`src/rtl/mem_port_arbiter_if.sv`:
```
// ============================================================================
// Module  : mem_port_arbiter_if
// Purpose : Core fetch/data ports, shared RAM port and MMIO outputs of the
//           memory port arbiter, bundled with master/slave views.
// Revision: 1.0  initial release
// ============================================================================
`default_nettype none

interface mem_port_arbiter_if #(
  parameter int unsigned MEM_IDX_W = 14
);
  logic                 i_req;
  logic [31:0]          i_addr;
  logic                 i_ack;
  logic                 i_rvalid;
  logic [31:0]          i_rdata;

  logic                 d_req;
  logic                 d_we;
  logic [31:0]          d_addr;
  logic [31:0]          d_wdata;
  logic                 d_ack;
  logic                 d_rvalid;
  logic [31:0]          d_rdata;

  logic                 mem_en;
  logic                 mem_we;
  logic [MEM_IDX_W-1:0] mem_addr;
  logic [31:0]          mem_wdata;
  logic [31:0]          mem_rdata;

  logic                 sig_valid;
  logic [31:0]          sig_data;
  logic                 halted;

  // Arbiter side
  modport slave (
    input  i_req, i_addr, d_req, d_we, d_addr, d_wdata, mem_rdata,
    output i_ack, i_rvalid, i_rdata, d_ack, d_rvalid, d_rdata,
    output mem_en, mem_we, mem_addr, mem_wdata,
    output sig_valid, sig_data, halted
  );

  // Core plus memory model side
  modport master (
    output i_req, i_addr, d_req, d_we, d_addr, d_wdata, mem_rdata,
    input  i_ack, i_rvalid, i_rdata, d_ack, d_rvalid, d_rdata,
    input  mem_en, mem_we, mem_addr, mem_wdata,
    input  sig_valid, sig_data, halted
  );
endinterface

`default_nettype wire

```
`src/rtl/mem_port_arbiter.sv`:
```
// ============================================================================
// Module  : mem_port_arbiter
// Purpose : Round-robin sharing of one single-port synchronous RAM between
//           instruction-fetch and data ports, plus signature/halt MMIO decode.
// Revision: 1.0  initial release
// ============================================================================
`default_nettype none

module mem_port_arbiter #(
  parameter int unsigned MEM_IDX_W  = 14,
  parameter logic [31:0] SIG_ADDR   = 32'hF0000004,
  parameter logic [31:0] HALT_ADDR  = 32'hF0000000,
  parameter logic [31:0] HALT_MAGIC = 32'hCAFECAFE
) (
  input  wire logic          sysclk,
  input  wire logic          rst_in,
  mem_port_arbiter_if.slave  bus
);

  typedef enum logic [1:0] {
    ST_IDLE   = 2'd0,
    ST_ACCESS = 2'd1,
    ST_RDWAIT = 2'd2
  } state_e;

  localparam logic PORT_I = 1'b0;
  localparam logic PORT_D = 1'b1;

  state_e      state_q,      state_d;
  logic        last_grant_q, last_grant_d;
  logic        cmd_port_q,   cmd_port_d;
  logic        cmd_we_q,     cmd_we_d;
  logic [31:0] cmd_addr_q,   cmd_addr_d;
  logic [31:0] cmd_wdata_q,  cmd_wdata_d;
  logic        halted_q,     halted_d;
  logic [31:0] i_rdata_q,    i_rdata_d;
  logic [31:0] d_rdata_q,    d_rdata_d;

  logic        cmd_mmio;
  logic [31:0] rd_word;
  logic        grant;

  assign cmd_mmio = (cmd_addr_q[31:28] == 4'hF);
  assign rd_word  = cmd_mmio ? 32'h0 : bus.mem_rdata;

  // With both ports requesting, the port that did not win last time goes next.
  assign grant = (bus.i_req && bus.d_req) ? ~last_grant_q : bus.d_req;

  always_comb begin
    state_d      = state_q;
    last_grant_d = last_grant_q;
    cmd_port_d   = cmd_port_q;
    cmd_we_d     = cmd_we_q;
    cmd_addr_d   = cmd_addr_q;
    cmd_wdata_d  = cmd_wdata_q;
    halted_d     = halted_q;
    i_rdata_d    = i_rdata_q;
    d_rdata_d    = d_rdata_q;

    bus.i_ack     = 1'b0;
    bus.i_rvalid  = 1'b0;
    bus.i_rdata   = i_rdata_q;
    bus.d_ack     = 1'b0;
    bus.d_rvalid  = 1'b0;
    bus.d_rdata   = d_rdata_q;
    bus.mem_en    = 1'b0;
    bus.mem_we    = 1'b0;
    bus.mem_addr  = '0;
    bus.mem_wdata = 32'h0;
    bus.sig_valid = 1'b0;
    bus.sig_data  = 32'h0;

    case (state_q)
      ST_IDLE: begin
        if (!halted_q && (bus.i_req || bus.d_req)) begin
          cmd_port_d   = grant;
          cmd_we_d     = (grant == PORT_D) && bus.d_we;
          cmd_addr_d   = (grant == PORT_D) ? bus.d_addr  : bus.i_addr;
          cmd_wdata_d  = (grant == PORT_D) ? bus.d_wdata : 32'h0;
          last_grant_d = grant;
          state_d      = ST_ACCESS;
        end
      end

      ST_ACCESS: begin
        bus.i_ack = (cmd_port_q == PORT_I);
        bus.d_ack = (cmd_port_q == PORT_D);
        if (!cmd_mmio) begin
          bus.mem_en    = 1'b1;
          bus.mem_we    = cmd_we_q;
          bus.mem_addr  = cmd_addr_q[MEM_IDX_W+1:2];
          bus.mem_wdata = cmd_wdata_q;
        end else if (cmd_we_q) begin
          if (cmd_addr_q == SIG_ADDR) begin
            bus.sig_valid = 1'b1;
            bus.sig_data  = cmd_wdata_q;
          end
          if ((cmd_addr_q == HALT_ADDR) && (cmd_wdata_q == HALT_MAGIC)) begin
            halted_d = 1'b1;
          end
        end
        state_d = cmd_we_q ? ST_IDLE : ST_RDWAIT;
      end

      ST_RDWAIT: begin
        if (cmd_port_q == PORT_I) begin
          bus.i_rvalid = 1'b1;
          bus.i_rdata  = rd_word;
          i_rdata_d    = rd_word;
        end else begin
          bus.d_rvalid = 1'b1;
          bus.d_rdata  = rd_word;
          d_rdata_d    = rd_word;
        end
        state_d = ST_IDLE;
      end

      default: state_d = ST_IDLE;
    endcase

    // A reset cycle suppresses every strobe so an in-flight read never completes.
    if (rst_in) begin
      bus.i_ack     = 1'b0;
      bus.i_rvalid  = 1'b0;
      bus.i_rdata   = 32'h0;
      bus.d_ack     = 1'b0;
      bus.d_rvalid  = 1'b0;
      bus.d_rdata   = 32'h0;
      bus.mem_en    = 1'b0;
      bus.mem_we    = 1'b0;
      bus.mem_addr  = '0;
      bus.mem_wdata = 32'h0;
      bus.sig_valid = 1'b0;
      bus.sig_data  = 32'h0;
    end
  end

  assign bus.halted = halted_q;

  always_ff @(posedge sysclk) begin
    if (rst_in) begin
      state_q      <= ST_IDLE;
      last_grant_q <= PORT_D;
      cmd_port_q   <= PORT_I;
      cmd_we_q     <= 1'b0;
      cmd_addr_q   <= 32'h0;
      cmd_wdata_q  <= 32'h0;
      halted_q     <= 1'b0;
      i_rdata_q    <= 32'h0;
      d_rdata_q    <= 32'h0;
    end else begin
      state_q      <= state_d;
      last_grant_q <= last_grant_d;
      cmd_port_q   <= cmd_port_d;
      cmd_we_q     <= cmd_we_d;
      cmd_addr_q   <= cmd_addr_d;
      cmd_wdata_q  <= cmd_wdata_d;
      halted_q     <= halted_d;
      i_rdata_q    <= i_rdata_d;
      d_rdata_q    <= d_rdata_d;
    end
  end

endmodule

`default_nettype wire

```
`src/flat_wrapper.sv`:
```
// flat-port wrapper written by rule: the top's interface ports become plain ports
module mem_port_arbiter_flat 
#(
  parameter int unsigned MEM_IDX_W  = 14,
  parameter logic [31:0] SIG_ADDR   = 32'hF0000004,
  parameter logic [31:0] HALT_ADDR  = 32'hF0000000,
  parameter logic [31:0] HALT_MAGIC = 32'hCAFECAFE
)
  (sysclk, rst_in, bus_i_req, bus_i_addr, bus_d_req, bus_d_we, bus_d_addr, bus_d_wdata, bus_mem_rdata, bus_i_ack, bus_i_rvalid, bus_i_rdata, bus_d_ack, bus_d_rvalid, bus_d_rdata, bus_mem_en, bus_mem_we, bus_mem_addr, bus_mem_wdata, bus_sig_valid, bus_sig_data, bus_halted);
  mem_port_arbiter_if #(.MEM_IDX_W(MEM_IDX_W)) bus_i ();
  input  wire logic sysclk;
  input  wire logic rst_in;
  input wire logic [$bits(bus_i.i_req)-1:0] bus_i_req;
  input wire logic [$bits(bus_i.i_addr)-1:0] bus_i_addr;
  input wire logic [$bits(bus_i.d_req)-1:0] bus_d_req;
  input wire logic [$bits(bus_i.d_we)-1:0] bus_d_we;
  input wire logic [$bits(bus_i.d_addr)-1:0] bus_d_addr;
  input wire logic [$bits(bus_i.d_wdata)-1:0] bus_d_wdata;
  input wire logic [$bits(bus_i.mem_rdata)-1:0] bus_mem_rdata;
  output wire logic [$bits(bus_i.i_ack)-1:0] bus_i_ack;
  output wire logic [$bits(bus_i.i_rvalid)-1:0] bus_i_rvalid;
  output wire logic [$bits(bus_i.i_rdata)-1:0] bus_i_rdata;
  output wire logic [$bits(bus_i.d_ack)-1:0] bus_d_ack;
  output wire logic [$bits(bus_i.d_rvalid)-1:0] bus_d_rvalid;
  output wire logic [$bits(bus_i.d_rdata)-1:0] bus_d_rdata;
  output wire logic [$bits(bus_i.mem_en)-1:0] bus_mem_en;
  output wire logic [$bits(bus_i.mem_we)-1:0] bus_mem_we;
  output wire logic [$bits(bus_i.mem_addr)-1:0] bus_mem_addr;
  output wire logic [$bits(bus_i.mem_wdata)-1:0] bus_mem_wdata;
  output wire logic [$bits(bus_i.sig_valid)-1:0] bus_sig_valid;
  output wire logic [$bits(bus_i.sig_data)-1:0] bus_sig_data;
  output wire logic [$bits(bus_i.halted)-1:0] bus_halted;
  assign bus_i.i_req = bus_i_req;
  assign bus_i.i_addr = bus_i_addr;
  assign bus_i.d_req = bus_d_req;
  assign bus_i.d_we = bus_d_we;
  assign bus_i.d_addr = bus_d_addr;
  assign bus_i.d_wdata = bus_d_wdata;
  assign bus_i.mem_rdata = bus_mem_rdata;
  assign bus_i_ack = bus_i.i_ack;
  assign bus_i_rvalid = bus_i.i_rvalid;
  assign bus_i_rdata = bus_i.i_rdata;
  assign bus_d_ack = bus_i.d_ack;
  assign bus_d_rvalid = bus_i.d_rvalid;
  assign bus_d_rdata = bus_i.d_rdata;
  assign bus_mem_en = bus_i.mem_en;
  assign bus_mem_we = bus_i.mem_we;
  assign bus_mem_addr = bus_i.mem_addr;
  assign bus_mem_wdata = bus_i.mem_wdata;
  assign bus_sig_valid = bus_i.sig_valid;
  assign bus_sig_data = bus_i.sig_data;
  assign bus_halted = bus_i.halted;
  mem_port_arbiter #(.MEM_IDX_W(MEM_IDX_W), .SIG_ADDR(SIG_ADDR), .HALT_ADDR(HALT_ADDR), .HALT_MAGIC(HALT_MAGIC)) u_core (.sysclk(sysclk), .rst_in(rst_in), .bus(bus_i));
endmodule
```
`config.mk`:
```
export PLATFORM = sky130hd
export DESIGN_NAME = mem_port_arbiter_flat
export DESIGN_NICKNAME = d
export VERILOG_FILES = /design/src/rtl/mem_port_arbiter_if.sv /design/src/rtl/mem_port_arbiter.sv /design/src/flat_wrapper.sv
export SDC_FILE = /design/constraint.sdc
export NUM_CORES = 1
export LEC_CHECK = 0
export CORE_MARGIN = 2
export CORE_UTILIZATION = 40
export CTS_CLUSTER_SIZE = 10
export DETAILED_ROUTE_END_ITERATION = 12
export PLACE_DENSITY_LB_ADDON = 0.12
export SKIP_CTS_REPAIR_TIMING = 1
export SLEW_MARGIN = 20
export SYNTH_ARGS = -nofsm -noshare
export SYNTH_HDL_FRONTEND = slang
export SYNTH_SLANG_ARGS = --single-unit
```
`constraint.sdc`:
```
create_clock -name sysclk -period 1.88 [get_ports sysclk]
set_input_delay 0.188 -clock sysclk [delete_from_list [all_inputs] [get_ports sysclk]]
set_output_delay 0.188 -clock sysclk [all_outputs]
set_load 0.01 [all_outputs]
```
# Word level (Yosys, flattened, before mapping)
# Cells that the tools add are included.
word_totals:
  inputBits: 133
  out_inout_bits: 150
  register_bits: 134
  wordCells: 72
op_classes:
  eq_ne: 7
  mux: 45
  reduce_logical: 9
  bitwise: 2
op_table:
  columns: ["op", "n"]
  rows:
  - ["$mux W32", 17]
  - ["$eq A32 B32 Y1 const B", 3]
  - ["$mux W14", 3]
  - ["$mux W1", 22]
  - ["$eq A4 B4 Y1 const B", 1]
  - ["$logic_and A1 B1 Y1", 4]
  - ["$mux W2", 2]
  - ["$pmux W2 S2", 1]
  - ["$reduce_and A4 Y1", 1]
  - ["$eq A2 B1 Y1 const B", 1]
  - ["$eq A2 B2 Y1 const B", 1]
  - ["$logic_not A2 Y1", 1]
  - ["$ne A2 B1 Y1 const B", 1]
  - ["$not A1 Y1", 2]
  - ["$reduce_and A2 Y1", 1]
  - ["$logic_not A1 Y1", 1]
  - ["$logic_or A1 B1 Y1", 1]

# Logic depth before layout (Yosys ltp)
logic_depth:
  word_depth: 6
  ltp_mapped: 6
  mapped_depth_nobuf: 4

# Worst setup path after synthesis
# Ideal clock, no wire load.
synth_path:
  path_type: "register to output"
  start: "register u_core.state_q[0]"
  end: "output port bus_sig_data[22]"
  path_buffers: 1
  path_slack_ns: 0.201
  arrival_time_ns: 1.491
  stages_incl_launch_ff: 6
  required_time_ns: 1.692
  path_cell_list: "dfxtp_1 -> nor3b_2 -> nand3_1 -> nor4_4 -> buf_2 -> and2_1"
synth_via:
  elab_chain_len: 3
synth_rtl:
  columns: ["item", "line_no", "rtl"]
  rows:
  - ["start, declared", "mem_port_arbiter.sv:29", "state_e state_q, state_d;"]
  - ["start signal, assigned", "mem_port_arbiter.sv:152", "state_q <= state_d;"]
  - ["$eq A2 B1 Y1", "mem_port_arbiter.sv:73", "case (state_q)"]
  - ["$mux W32", "mem_port_arbiter.sv:73", null]
  - ["$mux W32", "mem_port_arbiter.sv:122", "if (rst_in) begin"]
  - ["end, declared", "flat_wrapper.sv:31", "output wire logic [$bits(bus_i.sig_data)-1:0] bus_sig_data;"]
# No other way between the ends.

# Final worst setup path
layout_path:
  start: "register u_core.cmd_addr_q[20]"
  end: "output port bus_sig_data[20]"
layout_via:
  elab_chain_len: 6
layout_rtl:
  columns: ["item", "line_no", "rtl"]
  rows:
  - ["start, declared", "mem_port_arbiter.sv:33", "logic [31:0] cmd_addr_q, cmd_addr_d;"]
  - ["start signal, assigned", "mem_port_arbiter.sv:156", "cmd_addr_q <= cmd_addr_d;"]
  - ["$eq A32 B32 Y1", "mem_port_arbiter.sv:94", "if (cmd_addr_q == SIG_ADDR) begin"]
  - ["$mux W32", "mem_port_arbiter.sv:94", null]
  - ["$mux W32", "mem_port_arbiter.sv:93", "end else if (cmd_we_q) begin"]
  - ["$mux W32", "mem_port_arbiter.sv:88", "if (!cmd_mmio) begin"]
  - ["$mux W32", "mem_port_arbiter.sv:73", null]
  - ["$mux W32", "mem_port_arbiter.sv:122", null]
# No other way between the ends.

==> out/qor.csv <==
metric,value,unit
CP Capture Type,output pin,
Residual DRC,0,
register bit count reported by yosys,134,
Critical R2R Capture,u_core.i_rdata_q[23],
RSZ-0062 raised after global routing,true,
routed vias/inst,5.50,
VDD IR max,0.000672,V
R2R cell count,10,
Synth Flop Type,dfxtp_1,
Final nets,1133,
H-tree Lvls,4,
CP arrival,2.19,ns
failing checks,setup timing,
Cell Pwr Density,714,nW/um^2
final setup fails,115,
initial detailed-routing violation count,510,
DR vias,6543,
die height,123,um
HPWL Detailed,13400,um
Num Clock Sinks,134,
TNS Setup,-32.53,ns
routing usage on met2,41.4,%
synth top area cells,"dfxtp_1 47%, a21oi_1 5.8%, nand3_1 5.7%",
Max-Cap Viols,0,
"Hold Vio Cnt, Final",0,
Yosys top cell by area,dfxtp_1,
1st-pass router iterations,5,
Worst Path Required,1.69,ns
YS warnings,0,
crit share post-route,126,%
full die area,15100,um^2
synthesized instance count,651,
hold path start,rst_in,
min-delay worst type,in -> reg,
gpl congestion,0.852,
Final WS setup,-0.496,ns
status,"complete, but fails checks",
IO Count,283,
Async SR Flop Fraction,0,%
M1 GR Usage,27.9,%
gr busiest metal,met2,
antenna cell count,0,
worst reg2reg setup slack,0.09,ns
Hold Path End,u_core.cmd_addr_q[11],
CTS buffer count,17,
layout cells sized above 1,38.8,%
Post-Syn Nets,784,
CP max FO,8,
leak pwr,4.60,nW
"commonest non-fill, non-tap cell in the layout",clkdlybuf4s50_1,
Yosys cell types,35,
global route total overflow,0,
pre-CTS setup slack,-0.551,ns
clk_lat worst skew,0.42,ns
count of input and output buffers,282,
num rows,43,
post-synth top area share,47.3,%
Critical Path Start Type,register,
Routed Antenna Nets,0,
Reg2Reg Launch Point,u_core.state_q[1],
max frequency,421,MHz
clock slew seen by the registers of the worst setup and hold paths,0.05,ns
area growth from synthesis to layout,83.8,%
Starting Density,40.8,%
"EDFF count, synth",0,
CTS tree,built,
WL/cell,19.7,um
Fin Clk Skew,0.00812,ns
Setup crit start,u_core.cmd_addr_q[20],
global-route usage over all layers,24.1,%
min cycle time layout,2.38,ns
Hold Path Depth,3,
total core area,13900,um^2
"Seq/Total Area, Yosys",47.3,%
Max Slew Vio Count,0,
initial antenna violation count,0,
Critical Setup Path Class,reg -> out,
first-pass GRT wire length,28400,um
slew margin rel.,64.5,%
pin count of the biggest net entering global routing,85,
Worst Tran Pin Value,0.532,ns
Die X,123,um
most frequent cells in the layout,"138 x clkdlybuf4s50_1, 127 x dfxtp_1, 69 x nand2_1",
Clock Path Buffers,2,
Mean Syn Cell Area,8.70,um^2
synthesized cell area,5670,um^2
Total Wirelength,23400,um
root buffer cell,clkbuf_16,
vias in the first global route,5685,
M3 GR Usage,8.72,%
-- synth_stat cells, types with 3 or more instances --
cell,count
nor2_1,42
buf_2,8
dfxtp_1,134
nand3_1,65
or4bb_1,3
nand2_1,69
nand4_1,5
a211oi_1,32
and3_1,46
buf_6,3
mux2i_1,32
and2_1,33
buf_1,6
a22o_1,33
clkbuf_1,44
a21oi_1,66
nor4_1,8
-- area by class of cell --
cell class | count | area (um^2)
Tap cell | 180 | 225
Sequential cell | 134 | 2690
Multi-Input combinational cell | 453 | 3200
Clock buffer | 25 | 485
Timing Repair Buffer | 393 | 3760
Inverter | 1 | 3.75
Fill cell | 999 | 3470
Clock inverter | 4 | 47.5
-- metal layers --
metal / vias to the layer above / routed length [um] / share of wire [%]
met1: 3135 / 8890 / 38
met2: 332 / 11800 / 50
li1: 3022 / - / -
met5: - / 0 / 0
met3: 54 / 2150 / 9.2
met4: 0 / 577 / 2.5
-- worst max-delay path, stage by stage (launching register included) --
cell and delay (ns):
dfxtp_1 0.32, nor4_2 0.31, buf_4 0.16, nand3_2 0.11, nor4_4 0.15, buf_4 0.18
buf_6 0.13, clkbuf_16 0.15, and2_4 0.15, buf_6 0.10
-- kinds of logic (layout without fill, tap and decap cells) --
group	count (synthesis)	count (layout)	synth area share, %
buf+inv	64	423	4.86
flops	134	134	47.3
compound gates	133	133	15.4
simple gates	288	288	26.7
mux	32	32	5.65
-- worst max-delay path by stage --
stage	endpoint	slack, ns	cells after the start
detailed placement	bus_sig_data[28]	-0.55	7
global placement	bus_sig_data[4]	-0.53	7
global route	bus_sig_data[20]	-0.61	9
CTS	bus_sig_data[28]	-1.01	7
finish	bus_sig_data[20]	-0.50	9
floorplan	bus_sig_data[22]	0.20	5
-- state kept, by name, indices dropped and copies added (netlist names) --
signal               count
u_core.bus.halted        1
u_core.cmd_addr_q       32
u_core.cmd_port_q        1
u_core.cmd_wdata_q      32
u_core.cmd_we_q          1
u_core.d_rdata_q        32
u_core.i_rdata_q        32
u_core.last_grant_q      1
u_core.state_q           2
-- stage by stage --
step,std cells,util (%),total power (W),hold slack (ns),cell area [um^2]
after global routing,1190,75.0,0.00770,0.260,10400
final,1190,75.0,0.00743,0.259,10400
after detailed placement,1101,65.0,0.00425,0.455,9020
after global placement,1101,65.0,0.00422,0.445,9020
after CTS,1130,68.8,0.00726,0.229,9550
after floorplan,651,-,0.00358,0.321,5670
-- where the power goes --
part,switching (W),internal (W),total [W]
sequential,0.000116,0.00300,0.00311
clock,0.00116,0.00190,0.00305
combinational,0.000546,0.000720,0.00127
Note: power is estimated with default switching activity, not from simulation.
